[config.mk]
export PLATFORM = sky130hd
export DESIGN_NAME = varint_arb
export DESIGN_NICKNAME = d
export VERILOG_FILES = /design/src/rtl/varint_pkg.sv /design/src/rtl/varint_rr_pick.sv /design/src/rtl/varint_arb.sv
export SDC_FILE = /design/constraint.sdc
export NUM_CORES = 1
export LEC_CHECK = 0
export CORE_MARGIN = 10
export CORE_UTILIZATION = 25
export CTS_BUF_LIST = sky130_fd_sc_hd__clkbuf_4 sky130_fd_sc_hd__clkbuf_8 sky130_fd_sc_hd__clkbuf_16
export DETAILED_ROUTE_END_ITERATION = 10
export GPL_TIMING_DRIVEN = 1
export PLACE_DENSITY = 0.58
export SYNTH_ARGS = -nofsm -noshare
export SYNTH_HDL_FRONTEND = slang
export SYNTH_HIERARCHICAL = 1
export SYNTH_SLANG_ARGS = --single-unit
[constraint.sdc]
create_clock -name clk -period 6.36 [get_ports clk]
set_input_delay 1.272 -clock clk [delete_from_list [all_inputs] [get_ports clk]]
set_output_delay 1.272 -clock clk [all_outputs]
set_load 0.02 [all_outputs]
[src/rtl/varint_pkg.sv]
// varint_pkg: shared types and constants for the varint arbiter slice.
// Contains the arbiter state encoding, default sizing and the size-flag values
// pushed alongside each 32-bit word into the varint input FIFO.
package varint_pkg;

    localparam int VARINT_NUM_REQ_DEF = 4;
    localparam int VARINT_IDX_W_DEF   = 8;

    // Size flag: MORE marks the low word of a 64-bit value, LAST the final word.
    localparam logic VARINT_SZ_LAST = 1'b0;
    localparam logic VARINT_SZ_MORE = 1'b1;

    typedef enum logic [1:0] {
        ARB     = 2'd0,
        PUSH_LO = 2'd1,
        PUSH_HI = 2'd2
    } varint_arb_state_t;

endpackage : varint_pkg

[src/rtl/varint_rr_pick.sv]
// varint_rr_pick: combinational one-hot winner selection.
// Default: round-robin search starting one past the last winner.
// With VARINT_ARB_FIXED_PRIO_EN defined: fixed priority, lowest index wins,
// and last_i is ignored.
module varint_rr_pick #(
    parameter int NUM_REQ = 4,
    parameter int PTR_W   = $clog2(NUM_REQ)
) (
    input  logic [NUM_REQ-1:0] req_i,
    input  logic [PTR_W-1:0]   last_i,
    output logic [NUM_REQ-1:0] grant_o,
    output logic [PTR_W-1:0]   winner_o,
    output logic               any_o
);

`ifdef VARINT_ARB_FIXED_PRIO_EN
    // Lowest-indexed valid request wins.
    always_comb begin
        grant_o  = '0;
        winner_o = '0;
        any_o    = 1'b0;
        for (int k = 0; k < NUM_REQ; k++) begin
            if (!any_o && req_i[k]) begin
                any_o      = 1'b1;
                grant_o[k] = 1'b1;
                winner_o   = PTR_W'(k);
            end else begin
                any_o = any_o;
            end
        end
    end
`else
    logic [PTR_W:0]   sum_s;
    logic [PTR_W-1:0] idx_s;

    // Walk the requests from last+1 around to last; first valid one wins.
    always_comb begin
        grant_o  = '0;
        winner_o = '0;
        any_o    = 1'b0;
        sum_s    = '0;
        idx_s    = '0;
        for (int k = 1; k <= NUM_REQ; k++) begin
            sum_s = {1'b0, last_i} + (PTR_W+1)'(k);
            if (sum_s >= (PTR_W+1)'(NUM_REQ)) begin
                sum_s = sum_s - (PTR_W+1)'(NUM_REQ);
            end else begin
                sum_s = sum_s;
            end
            idx_s = sum_s[PTR_W-1:0];
            if (!any_o && req_i[idx_s]) begin
                any_o          = 1'b1;
                grant_o[idx_s] = 1'b1;
                winner_o       = idx_s;
            end else begin
                any_o = any_o;
            end
        end
    end
`endif

endmodule : varint_rr_pick

[src/rtl/varint_arb.sv]
// varint_arb: shares the varint encoder input FIFO between NUM_REQ producers.
// One grant per value; a 64-bit value is pushed as low word (size MORE) then
// high word (size LAST) with no other requester's words in between.
// Build option: VARINT_ARB_FIXED_PRIO_EN selects fixed priority and drops the
// round-robin pointer register.
module varint_arb
    import varint_pkg::*;
#(
    parameter int NUM_REQ = VARINT_NUM_REQ_DEF,
    parameter int IDX_W   = VARINT_IDX_W_DEF
) (
    input  logic                     clk,
    input  logic                     reset,
    input  logic [NUM_REQ-1:0]       req_valid,
    input  logic [NUM_REQ-1:0]       req_is64,
    input  logic [NUM_REQ*64-1:0]    req_data,
    input  logic [NUM_REQ*IDX_W-1:0] req_index,
    output logic [NUM_REQ-1:0]       req_ack,
    input  logic                     varint_in_fifo_full,
    input  logic                     varint_in_fifo_empty,
    input  logic                     encoding,
    output logic                     varint_in_fifo_push,
    output logic [31:0]              varint_in_data,
    output logic                     varint_in_size_d,
    output logic [IDX_W-1:0]         varint_in_index_d,
    output logic                     idle
);

    localparam int PTR_W = $clog2(NUM_REQ);

    varint_arb_state_t state_q, state_d;
    logic [63:0]       data_q, data_d;
    logic              is64_q, is64_d;
    logic [IDX_W-1:0]  index_q, index_d;

    logic [PTR_W-1:0]   last_s;
    logic [NUM_REQ-1:0] grant_s;
    logic [PTR_W-1:0]   winner_s;
    logic               any_s;

    logic [63:0]      sel_data_s;
    logic             sel_is64_s;
    logic [IDX_W-1:0] sel_index_s;

`ifdef VARINT_ARB_FIXED_PRIO_EN
    assign last_s = '0;
`else
    logic [PTR_W-1:0] last_q, last_d;
    assign last_s = last_q;
`endif

    varint_rr_pick #(
        .NUM_REQ (NUM_REQ),
        .PTR_W   (PTR_W)
    ) u_pick (
        .req_i    (req_valid),
        .last_i   (last_s),
        .grant_o  (grant_s),
        .winner_o (winner_s),
        .any_o    (any_s)
    );

    // Route the granted requester's payload onto the capture bus.
    always_comb begin
        sel_data_s  = 64'd0;
        sel_is64_s  = 1'b0;
        sel_index_s = '0;
        for (int i = 0; i < NUM_REQ; i++) begin
            if (grant_s[i]) begin
                sel_data_s  = req_data[i*64 +: 64];
                sel_is64_s  = req_is64[i];
                sel_index_s = req_index[i*IDX_W +: IDX_W];
            end else begin
                sel_data_s  = sel_data_s;
            end
        end
    end

    // Next-state, capture and strobe logic; ack only in ARB, push only when not full.
    always_comb begin
        state_d             = state_q;
        data_d              = data_q;
        is64_d              = is64_q;
        index_d             = index_q;
`ifndef VARINT_ARB_FIXED_PRIO_EN
        last_d              = last_q;
`endif
        req_ack             = '0;
        varint_in_fifo_push = 1'b0;
        if (reset) begin
            state_d = ARB;
        end else begin
            case (state_q)
                ARB: begin
                    if (any_s) begin
                        req_ack = grant_s;
                        data_d  = sel_data_s;
                        is64_d  = sel_is64_s;
                        index_d = sel_index_s;
`ifndef VARINT_ARB_FIXED_PRIO_EN
                        last_d  = winner_s;
`endif
                        state_d = PUSH_LO;
                    end else begin
                        state_d = ARB;
                    end
                end
                PUSH_LO: begin
                    if (varint_in_fifo_full) begin
                        state_d = PUSH_LO;
                    end else begin
                        varint_in_fifo_push = 1'b1;
                        state_d = is64_q ? PUSH_HI : ARB;
                    end
                end
                PUSH_HI: begin
                    if (varint_in_fifo_full) begin
                        state_d = PUSH_HI;
                    end else begin
                        varint_in_fifo_push = 1'b1;
                        state_d = ARB;
                    end
                end
                default: begin
                    state_d = ARB;
                end
            endcase
        end
    end

    // Word, size flag and index presented to the FIFO come from the holding registers.
    always_comb begin
        if (state_q == PUSH_HI) begin
            varint_in_data   = data_q[63:32];
            varint_in_size_d = VARINT_SZ_LAST;
        end else begin
            varint_in_data   = data_q[31:0];
            varint_in_size_d = ((state_q == PUSH_LO) && is64_q) ? VARINT_SZ_MORE : VARINT_SZ_LAST;
        end
        varint_in_index_d = index_q;
    end

    assign idle = (state_q == ARB) & ~(|req_valid) & varint_in_fifo_empty & ~encoding;

    // State and holding registers; reset discards any partially pushed value.
    always_ff @(posedge clk) begin
        if (reset) begin
            state_q <= ARB;
            data_q  <= 64'd0;
            is64_q  <= 1'b0;
            index_q <= '0;
        end else begin
            state_q <= state_d;
            data_q  <= data_d;
            is64_q  <= is64_d;
            index_q <= index_d;
        end
    end

`ifndef VARINT_ARB_FIXED_PRIO_EN
    // Round-robin pointer; resets to the top so requester 0 wins first.
    always_ff @(posedge clk) begin
        if (reset) begin
            last_q <= PTR_W'(NUM_REQ - 1);
        end else begin
            last_q <= last_d;
        end
    end
`endif

endmodule : varint_arb

==> flow_metrics.tcl <==
set metrics [dict create \
    die_height_um 173 \
    crit_start "req_valid[0]" \
    clk_path_buf_depth 2 \
    grt_pass1_wl_um 44000 \
    crit_type "primary input to output pin" \
    clk_latency_ns 0.34 \
    fin_cells 1271 \
    num_vias 6918 \
    clk_pin_slew_ns 0.06 \
    status "finished clean" \
    synth_mux_area_frac 0.0764 \
    setup_tns_ns 0 \
    ctsHtreeMaxLevel 3 \
    final_antenna_net_count 0 \
    core_area_um2 22800 \
    worst_clock_skew_ns 0.00980 \
    drt-total-wl_um 29600 \
    rsz0062_at_grt "no" \
    critPathArrivalTime_ns 4.37 \
    postCtsSetupBuffers 0 \
    grt.overflow.total 0 \
    drv_slew 0 \
    power_w 0.00282 \
    reg2reg_slack_ns 1.77 \
    synth-xor-area-share 0 \
    reg2reg_to "data_q[30]$_SDFFE_PP0P_" \
    layout_worst_path_cycle_share 0.887 \
    wire_per_inst_um 23.3 \
    finalHoldViolCount 0 \
    gr-usage-all-layers 0.186 \
    ctsResizeCount 0 \
    maxClockFrequency_mhz 177 \
    grt_pass1_vias 6860 \
    synth_compound_area_frac 0.322 \
    p_leak_nw 3.34 \
    rows 55 \
    die-area_um2 29900 \
    hp-class "flip-flop to flip-flop" \
    yosysSeqAreaShare 0.264 \
    hold_buffers 0 \
    drive_gt1_frac 0.0773 \
    setup_viol 0 \
    avgSynthCellArea_um2 8.66 \
    place.gp.congestion 0.802 \
    n_fill_cell 2319 \
    cts-root-buf "clkbuf_16" \
    io_pins 348 \
    worstSetupStartpointType "primary input" \
    yosysWarnings 6 \
    dr.pass1.iters 5 \
    synth_cell_types 40 \
    numPlacedInstances 1254 \
    cts.sinks 77 \
    peakVddDrop_mv 0.135 \
    drtIter0Drc 469 \
    critPathCapture "req_ack[3]" \
    die_width_um 173 \
    cts_inserted_buffers 9 \
    layout.nets 1265 \
    yosys.area_share.simple 0.233 \
    rr_startpoint "last_q[1]$_SDFFE_PP1P_" \
    slew_headroom 0.251 \
    powerDensity_nw_per_um2 291 \
    worst_pin_slew_ns 1.12 \
    critical_path.max_fanout 23 \
    avgViaCountPerCell 5.44 \
    cts_tree "built" \
    synth_top_family_by_area "compound AO/OA/AOI/OAI gates" \
    cp-end-kind "output pin" \
    synth_nets 988 \
    antenna_found_initial 2 \
    reg2regPathDepth 9 \
    hold_slack_ns 0.527 \
    drcViolationCount 0 \
    dp_hpwl_um 20800 \
    io_buffers 347 \
    syn_inst 675 \
    grt_max_degree 79 \
    cap_violations 0 \
    min-delay-start "data_q[20]$_SDFFE_PP0P_" \
    min_period_ns 5.64 \
    synth_seq_cells 77 \
    syn_area_um2 5850 \
    cp.required_ns 5.09 \
    area_growth_pct 65.9 \
    start_util 0.256 \
    synth_fa_ha_area_frac 0.0257 \
]
[per-stage QoR]
| step | utilization | setup slack, ns | instance area, um2 |
|---|---|---|---|
| after global routing | 0.425 | 0.541 | 9700 |
| final | 0.425 | 0.718 | 9700 |
| after global placement | 0.411 | 0.726 | 9400 |
| after detailed placement | 0.411 | 0.745 | 9400 |
| after CTS | 0.424 | 0.731 | 9700 |
| after floorplan | - | 1.71 | 5850 |
[power breakdown]
| part | switching, W | internal, W |
|---|---|---|
| Combinational | 0.000834 | 0.000735 |
| Sequential | 0.0000823 | 0.000634 |
| Clock | 0.000224 | 0.000308 |
[synthesized netlist by cell type, drive strengths merged]
cell type	count	area, um2
o221ai	1	8.76
buf	14	129
nor4bb	1	10.0
or3	5	31.3
o21ai	2	10.0
mux2i	3	30.0
dfxtp	77	1540
a221oi	74	648
a311o	1	10.0
mux2	33	372
inv	10	37.5
o211a	1	10.0
and4	73	639
a31oi	5	31.3
o21a	1	7.51
nand2	11	41.3
clkbuf	79	297
nor4b	1	8.76
and3	3	18.8
ha	12	150
nor3	1	5.00
mux4	2	45.0
or3b	1	8.76
nand2b	2	12.5
nor2	8	30.0
a21oi	77	385
a2111o	4	45.0
nand3b	1	7.51
nor2b	75	469
o31ai	4	30.0
o311ai	1	8.76
nand3	1	5.00
nand4	6	37.5
a211o	2	17.5
a211oi	4	30.0
and2	4	25.0
nor3b	2	15.0
o32ai	73	639
[placed cells by master, fill, tap and decap left out, types with 2 or more instances in the layout]
| master | instances |
|---|---|
| nor2b_1 | 74 |
| o31ai_1 | 4 |
| clkinvlp_4 | 2 |
| a21oi_1 | 77 |
| buf_4 | 12 |
| and2_1 | 4 |
| and4_1 | 73 |
| a221oi_1 | 74 |
| mux2_2 | 33 |
| clkinv_2 | 2 |
| a31oi_1 | 5 |
| ha_1 | 10 |
| a211o_1 | 2 |
| clkdlybuf4s50_1 | 346 |
| ha_2 | 2 |
| mux4_2 | 2 |
| o32ai_1 | 73 |
| and3_1 | 3 |
| o21ai_0 | 2 |
| nand2b_1 | 2 |
| nand4_1 | 6 |
| inv_1 | 10 |
| or3_2 | 2 |
| mux2i_1 | 3 |
| a2111o_1 | 2 |
| nand2_1 | 9 |
| or3_1 | 3 |
| nor3b_1 | 2 |
| a2111o_2 | 2 |
| nor2_1 | 8 |
| clkbuf_16 | 9 |
| a211oi_1 | 4 |
| dfxtp_1 | 77 |
[per-layer routing]
layer / vias up / part of all wire / global-route usage
met5: - / 0 / 0
met4: 0 / 0.014 / 0.0503
met3: 22 / 0.069 / 0.0473
met2: 270 / 0.48 / 0.303
met1: 3328 / 0.44 / 0.238
li1: 3298 / - / -
[state kept, by name (all words and copies together) (netlist names)]
register and flops:
varint_in_index_d 8, state_q 2, is64_q 1, last_q 2, data_q 64
[how the worst min path moves through the flow]
| stage | end | depth (start not counted) |
|---|---|---|
| 2_1_floorplan | data_q[32]$_SDFFE_PP0P_ | 2 |
| 4_1_cts | data_q[38]$_SDFFE_PP0P_ | 2 |
| 3_5_place_dp | data_q[20]$_SDFFE_PP0P_ | 2 |
| 6_report | data_q[20]$_SDFFE_PP0P_ | 2 |
| 3_3_place_gp | varint_in_index_d[1]$_SDFFE_PP0P_ | 2 |
| 5_1_grt | varint_in_index_d[6]$_SDFFE_PP0P_ | 2 |
[cell type report]
cell class / instances / area, um2 / share of cell area
flip-flops and latches: 77 / 1540 / 0.159
diodes: 1 / 2.50 / 0.000258
well taps: 313 / 392 / 0.0404
clock inverters: 6 / 63.8 / 0.00658
multi-input cells: 495 / 3870 / 0.399
repair buffers: 359 / 3560 / 0.367
clock buffers: 10 / 233 / 0.0240
inverters: 10 / 37.5 / 0.00387
[logic make-up (layout without fill, tap and decap cells)]
kind of cell / Yosys count / after routing
flops: 77 / 77
compound gates: 250 / 250
mux: 38 / 38
buf+inv: 103 / 385
other cells: 0 / 1
simple gates: 195 / 195
fa+ha+maj: 12 / 12
[critical path, cell delays in order]
cell and delay [ns]:
clkdlybuf4s50_1 0.62, mux4_2 0.71, or3_1 0.39, a21oi_1 0.15, a2111o_2 0.41, and2_1 0.20
clkdlybuf4s50_1 0.62
(Power assumes the default switching activity.)
